`config.mk`:
```
export PLATFORM = sky130hd
export DESIGN_NAME = exc_commit_ctrl
export DESIGN_NICKNAME = d
export VERILOG_FILES = /design/src/rtl/exc_commit_pkg.sv /design/src/rtl/exc_perf_cnt.sv /design/src/rtl/exc_commit_ctrl.sv
export SDC_FILE = /design/constraint.sdc
export NUM_CORES = 1
export LEC_CHECK = 0
export CELL_PAD_IN_SITES_DETAIL_PLACEMENT = 0
export CELL_PAD_IN_SITES_GLOBAL_PLACEMENT = 1
export CORE_UTILIZATION = 24
export DETAILED_ROUTE_END_ITERATION = 8
export HOLD_SLACK_MARGIN = 0.15
export PLACE_DENSITY = 0.77
export REMOVE_ABC_BUFFERS = 1
export SLEW_MARGIN = 20
export SYNTH_ARGS = -nofsm -noshare
export SYNTH_HDL_FRONTEND = slang
export SYNTH_SLANG_ARGS = --single-unit
```
`constraint.sdc`:
```
create_clock -name clk -period 1.45 [get_ports clk]
set_input_delay 0.145 -clock clk [delete_from_list [all_inputs] [get_ports clk]]
set_output_delay 0.145 -clock clk [all_outputs]
set_load 0.05 [all_outputs]
```
`src/rtl/exc_commit_pkg.sv`:
```
// Shared types and constants for the writeback exception/interrupt commit controller.
package exc_commit_pkg;

  typedef enum logic [1:0] {
    IDLE  = 2'd0,
    TRAP  = 2'd1,
    REDIR = 2'd2
  } exc_state_e;

  localparam logic [5:0] ECODE_INT = 6'h00;
  localparam logic [5:0] ECODE_ADE = 6'h08;
  localparam logic [5:0] ECODE_ALE = 6'h09;
  localparam logic [5:0] ECODE_SYS = 6'h0B;

  typedef struct packed {
    logic [5:0]  ecode;
    logic [8:0]  esubcode;
    logic [31:0] pc;
    logic [31:0] vaddr;
    logic        is_ertn;
  } exc_payload_t;

endpackage

```
`src/rtl/exc_perf_cnt.sv`:
```
// 32-bit wrapping event counter with synchronous reset and increment enable.
module exc_perf_cnt (
  input  logic        clk,
  input  logic        reset,
  input  logic        en,
  output logic [31:0] cnt
);

  logic [31:0] cnt_q;

  always_ff @(posedge clk) begin
    if (reset) begin
      cnt_q <= 32'h0;
    end else if (en) begin
      cnt_q <= cnt_q + 32'd1;
    end
  end

  assign cnt = cnt_q;

endmodule

```
`src/rtl/exc_commit_ctrl.sv`:
```
// WB-side exception/interrupt/ERTN commit controller driving the CSR trap interface and fetch redirect.
// Optional performance counters are built when EXC_COMMIT_PERF_EN is defined.
module exc_commit_ctrl
  import exc_commit_pkg::*;
(
  input  logic        clk,
  input  logic        reset,
  input  logic        ws_valid,
  output logic        ws_ready,
  input  logic [31:0] ws_pc,
  input  logic        ws_exc,
  input  logic [5:0]  ws_ecode,
  input  logic [8:0]  ws_esubcode,
  input  logic [31:0] ws_vaddr,
  input  logic        ws_ertn,
  output logic        commit_ok,
  input  logic        csr_has_int,
  input  logic [31:0] csr_ex_entry,
  input  logic [31:0] csr_era,
  output logic        wb_ex,
  output logic        ertn_flush,
  output logic [5:0]  wb_ecode,
  output logic [8:0]  wb_esubcode,
  output logic [31:0] wb_pc,
  output logic [31:0] wb_vaddr,
  output logic        pipe_flush,
  output logic        redir_valid,
  output logic [31:0] redir_pc,
  input  logic        redir_ready,
  output logic [31:0] retire_cnt,
  output logic [31:0] trap_cnt
);

  exc_state_e   state_q, state_d;
  exc_payload_t pay_q, pay_d;
  logic [31:0]  redir_pc_q, redir_pc_d;
  logic         event_hit;

  assign event_hit = csr_has_int | ws_exc | ws_ertn;

  always_comb begin
    state_d     = state_q;
    pay_d       = pay_q;
    redir_pc_d  = redir_pc_q;
    ws_ready    = 1'b0;
    commit_ok   = 1'b0;
    wb_ex       = 1'b0;
    ertn_flush  = 1'b0;
    pipe_flush  = 1'b0;
    redir_valid = 1'b0;
    unique case (state_q)
      IDLE: begin
        ws_ready  = 1'b1;
        commit_ok = ws_valid & ~event_hit;
        if (ws_valid && event_hit) begin
          state_d          = TRAP;
          pay_d.pc         = ws_pc;
          pay_d.ecode      = ws_ecode;
          pay_d.esubcode   = ws_esubcode;
          pay_d.vaddr      = ws_vaddr;
          // Interrupt outranks exception, which outranks ERTN.
          pay_d.is_ertn    = ~csr_has_int & ~ws_exc;
          if (csr_has_int) begin
            pay_d.ecode    = ECODE_INT;
            pay_d.esubcode = 9'h0;
            pay_d.vaddr    = 32'h0;
          end
        end
      end
      TRAP: begin
        wb_ex      = ~pay_q.is_ertn;
        ertn_flush = pay_q.is_ertn;
        pipe_flush = 1'b1;
        redir_pc_d = pay_q.is_ertn ? csr_era : csr_ex_entry;
        state_d    = REDIR;
      end
      REDIR: begin
        redir_valid = 1'b1;
        pipe_flush  = 1'b1;
        if (redir_ready) begin
          state_d = IDLE;
        end
      end
      default: state_d = IDLE;
    endcase
  end

  always_ff @(posedge clk) begin
    if (reset) begin
      state_q    <= IDLE;
      pay_q      <= '0;
      redir_pc_q <= 32'h0;
    end else begin
      state_q    <= state_d;
      pay_q      <= pay_d;
      redir_pc_q <= redir_pc_d;
    end
  end

  assign wb_ecode    = pay_q.ecode;
  assign wb_esubcode = pay_q.esubcode;
  assign wb_pc       = pay_q.pc;
  assign wb_vaddr    = pay_q.vaddr;
  assign redir_pc    = redir_pc_q;

`ifdef EXC_COMMIT_PERF_EN
  exc_perf_cnt u_retire_cnt (
    .clk   (clk),
    .reset (reset),
    .en    (commit_ok),
    .cnt   (retire_cnt)
  );

  exc_perf_cnt u_trap_cnt (
    .clk   (clk),
    .reset (reset),
    .en    (wb_ex),
    .cnt   (trap_cnt)
  );
`else
  assign retire_cnt = 32'h0;
  assign trap_cnt   = 32'h0;
`endif

endmodule

```
Word level (Yosys, flattened, before mapping). Index checks and enable logic that the tools add are counted.

Eq/ne operators: 4. Multiplexer cells: 12. Bitwise logic cells: 8. Reduce and logical (&&, ||, !) cells: 5.

Operator list (count): 32-bit two-way mux (2); 15-bit two-way mux (1); 1-bit two-way mux (6); 2-bit one-hot mux with 3 select lines (1); 2-bit two-way mux (2); 2-bit != test (second input constant) (2); 1-bit inverter (4); 2-bit AND reduction (2); 1-bit AND (2); 2-bit by 1-bit equality test with 1-bit output (second input constant) (1); 2-bit equality test (second input constant) (1); 2-bit zero test (1); 1-bit bitwise OR (2); 2-bit OR reduction (1); 1-bit logical AND (1).

Flip-flop bits (word level): 114. Bits of input ports: 150. Output and inout port bits: 181. Logic and storage cells: 36.

Logic depth before layout (Yosys ltp).
Depth after elaboration: 5. Depth in mapped cells: 8. Mapped depth without buffers: 5.

Worst setup path after synthesis. No wires, ideal clock.

Path type: register -> register. Start: register state_q[0]. End: register pay_q[0] (netlist name). Setup time: 0.067 ns. Arrival: 1.886 ns. Required time: 1.383 ns. Setup slack: -0.503 ns. Cell stages (with the launch flop): 6. Path buffers: 0. Period minus slack after synthesis: 1.953 ns. Cells stage by stage: dfxtp_1 inv_1 ha_1 o311ai_4 or3_2 a21oi_2.

Word-level cells in the longest chain between the ends: 2.

Ends and longest elaborated chain: from (decl) (line exc_commit_ctrl.sv:34) `exc_state_e state_q, state_d;`; from (signal assigned) (line exc_commit_ctrl.sv:94) `state_q <= state_d;`; 2-bit zero test (line exc_commit_ctrl.sv:51) `unique case (state_q)`; 2-bit AND reduction (no line); to (signal assigned) (line exc_commit_ctrl.sv:95) `pay_q <= pay_d;`; to (decl) (line exc_commit_ctrl.sv:35) `exc_payload_t pay_q, pay_d;`.

No other way between the ends. A chain may end at the register's enable or synchronous reset.

Worst setup path after layout.
Start: register state_q[0]. End: output ws_ready.

Word-level cells in the longest chain between the ends: 2.

Ends and longest elaborated chain: 2-bit zero test (line exc_commit_ctrl.sv:51); 1-bit two-way mux (line exc_commit_ctrl.sv:51); to (decl) (line exc_commit_ctrl.sv:9) `output logic ws_ready,`.

No other way between the ends.

==> flow_metrics.env <==
export IMPL_violations="setup timing"
export IMPL_cp_required_ps=1310
export IMPL_status="finished, violations left"
export IMPL_synth_top_cell_area_share=0.401
export IMPL_areaGrowthSynthToFinish_pct=55.9
export IMPL_timing_rr_end="wb_vaddr[30]$_SDFFE_PP0P_"
export IMPL_synth_compound_area_frac=0.128
export IMPL_fillers=2311
export IMPL_synthAdderAreaFrac=0.00880
export IMPL_cp_start_kind="register"
export IMPL_crit_arrival_ps=1430
export IMPL_synth_edf_count=0
export IMPL_drc=0
export IMPL_clk_pin_slew_ps=60
export IMPL_critPathCaptureType="output pin"
export IMPL_grt_pass1_wl_mm=23.6
export IMPL_yosysUniqueCellTypes=25
export IMPL_crit_path_max_incr_delay_ps=330
export IMPL_synthXorXnorAreaFrac=0
export IMPL_synth_top_flop_cell="dfxtp_1"
export IMPL_first_global_vias=4393
export IMPL_worstReg2RegStart="state_q[1]$_SDFFE_PP0P_"
export IMPL_yosysTopAreaCell="dfxtp_1"
export IMPL_hold_path_class="in -> reg"
export IMPL_route_vias_total=4801
export IMPL_viasPerCell=4.05
export IMPL_final_area_um2=8860
export IMPL_cts_tree="built"
export IMPL_fin_crit_ps=1580
export IMPL_clock_path_buffers=2
export IMPL_setup_violations=80
export IMPL_cts_buffers_inserted=17
export IMPL_wl_per_cell_um=13.7
export IMPL_synthSimpleGateAreaFrac=0.167
export IMPL_cts_root_buf="clkbuf_16"
export IMPL_timing_worst_setup_path_type="reg -> out"
export IMPL_num_rows=55
export IMPL_syn_area_per_cell_um2=8.60
export IMPL_synthArstFlopShare=0
export IMPL_hold_viol_final=0
export IMPL_fin_crit_sh=1.09
export IMPL_cts_sinks=114
export IMPL_track_usage=0.126
export IMPL_num_antenna_cells=0
export IMPL_antenna_found_initial=0
export IMPL_rsz0062_at_grt="true"
export IMPL_gp_congestion=0.703
export IMPL_die_y_um=156
export IMPL_ant_nets=0
export IMPL_dr_pass1_iters=5
export IMPL_cp_common_cell="buf_4"
export IMPL_yosysWarnings=0
export IMPL_cts_max_level=4
export IMPL_cap_viol_max_count=0
export IMPL_grt_overflow=0
export IMPL_synth_seq_area_share=0.401
export IMPL_setup_slack_ps=-126
export IMPL_synth_top_family_by_area="buffers and inverters"
export IMPL_finalNetCount=1012
export IMPL_pwr_density_cell_nw_per_um2=1280
export IMPL_drive_gt1_frac=0.281
export IMPL_muxShareOfSynthArea=0.0581
export IMPL_initial_core_util=0.248
export IMPL_die_area_um2=24300
export IMPL_numPortBuffers=266
export IMPL_drtIter0Drc=166
export IMPL_synth_seq_cells=114
export IMPL_placed_area_um2=7730
export IMPL_power_leakage_nw=3.49
export IMPL_netlist_instances=661
export IMPL_fp_dieW_um=156
export IMPL_clock_skew_ps=16.7
export IMPL_seqCellArea_um2=2290
export IMPL_hpwl_mm=10.8
export IMPL_timing_fmax_mhz=634
export IMPL_netlist_area_um2=5690
export IMPL_ir_drop_v=0.000548
export IMPL_r2r_cells=6
export IMPL_clk_insertion_delay_late_ps=410
export IMPL_startpoint="state_q[0]$_SDFFE_PP0P_"
export IMPL_grt_max_degree=60
export IMPL_io_pins=331
export IMPL_cp_slowest_cell="dfxtp_2"
export IMPL_multi_input_area_um2=2540
export IMPL_synth_area_leaders="dfxtp_1, buf_4, nand2_1, a21oi_1, nand3b_1"
export IMPL_fp_coreArea_um2=22900
export IMPL_maxSlewViolCount=0
export IMPL_crit_end="ws_ready"
export IMPL_crit_path_cell_trace="inv_2, ha_2, buf_4, buf_4, buf_12"
export IMPL_r2r_slack_ps=-80
export IMPL_totalWireLength_mm=16.2
export IMPL_worstPathMaxFanout=4
export IMPL_total_power_mw=11.3
## layout by cell type, fill, tap and decap left out, types with 14 or more instances in the layout
cell             netlist  routed
clkdlybuf4s50_1        0     148
buf_4                144     123
nand2_1              114     114
dfxtp_1              114     111
a21oi_1               72      72
conb_1                 1      64
nand3b_1              47      47
mux2i_1               33      33
clkbuf_16              0      21
a211oi_2               0      19
buf_12                 0      17
nor2_1                32      16
a211oi_1              33      14
## cells in the mapped netlist (all sizes together) (3+ instances only)
library cell and number:
clkbuf 24, a211oi 33, nand3b 47, mux2i 33, inv 3, ha 4, nor2 32, a21oi 80
dfxtp 114, nor2b 3, nand2 114, buf 165
## report_power, final
group	internal (mW)	switching, mW	total [mW]
registers	3.38	0.152	3.53
logic	1.35	2.11	3.46
clock network	2.80	1.55	4.35
total	7.53	3.82	11.3
## stage by stage
step            util  worst slack (ps)  setup TNS (ps)  hold WS (ps)  instances
4_1_cts        0.375              -175           -4080           269       1180
3_3_place_gp   0.337              -301          -21320           440       1141
5_1_grt        0.387              -190          -10200           277       1184
2_1_floorplan      -             -1470         -135050           207        535
3_5_place_dp   0.337              -316          -22990           444       1141
6_report       0.387              -126           -2340           289       1184
## cell type report
| type | instances | share of cell area |
|---|---|---|
| timing repair buffer | 304 | 0.341 |
| tap | 313 | 0.0442 |
| sequential | 114 | 0.258 |
| inverter | 3 | 0.00127 |
| clock buffer | 20 | 0.0515 |
| multi-input combinational | 418 | 0.286 |
| clock inverter | 12 | 0.0176 |
## per-layer routing
metal / track usage / wire length [um] / vias up
met3: 0.0475 / 1490 / 10
met1: 0.149 / 6710 / 2162
met5: 0 / 0 / -
met4: 0.0364 / 189 / 0
li1: - / - / 2385
met2: 0.212 / 7790 / 244
## cells by family (layout without fill, tap and decap cells)
logic type | count (synthesis) | after routing
AND/OR/NAND/NOR | 201 | 201
buffers and inverters | 192 | 339
AO/OA/AOI/OAI | 116 | 116
flip-flops | 114 | 114
multiplexers | 33 | 33
adder cells (fa/ha/maj) | 4 | 4
other | 1 | 64
## flip-flops by register name (all words and copies together) (netlist names)
| register | flops |
|---|---|
| wb_pc | 32 |
| wb_ecode | 6 |
| wb_vaddr | 32 |
| wb_esubcode | 9 |
| state_q | 2 |
| redir_pc | 32 |
| pay_q | 1 |
## worst max-delay path: cells and delay by family, from the launching register on
family | cells | cell delay [ps]
fa+ha+maj | 1 | 220
flops | 1 | 330
buf+inv | 4 | 470
## worst min-delay path by stage
| stage | startpoint | cells after the start | slack [ps] | endpoint |
|---|---|---|---|---|
| finish | ws_pc[3] | 3 | 290 | wb_pc[3]$_SDFFE_PP0P_ |
| CTS | ws_pc[3] | 3 | 270 | wb_pc[3]$_SDFFE_PP0P_ |
| floorplan | reset | 1 | 210 | pay_q[0]$_SDFFE_PP0P_ |
| detailed placement | wb_vaddr[9]$_SDFFE_PP0P_ | 2 | 440 | wb_vaddr[9]$_SDFFE_PP0P_ |
| global route | ws_pc[26] | 3 | 280 | wb_pc[26]$_SDFFE_PP0P_ |
| global placement | wb_vaddr[28]$_SDFFE_PP0P_ | 2 | 440 | wb_vaddr[28]$_SDFFE_PP0P_ |
## what timing repair did
item	CTS	global route
hold buffers	1	0
cloned	2	4
endpoints found under the hold margin	13	0
setup buffers	4	1
pin swaps	3	21
resized for setup	31	46
setup endpoints to repair	70	117
No activity file was read; power rests on OpenSTA's default activity.
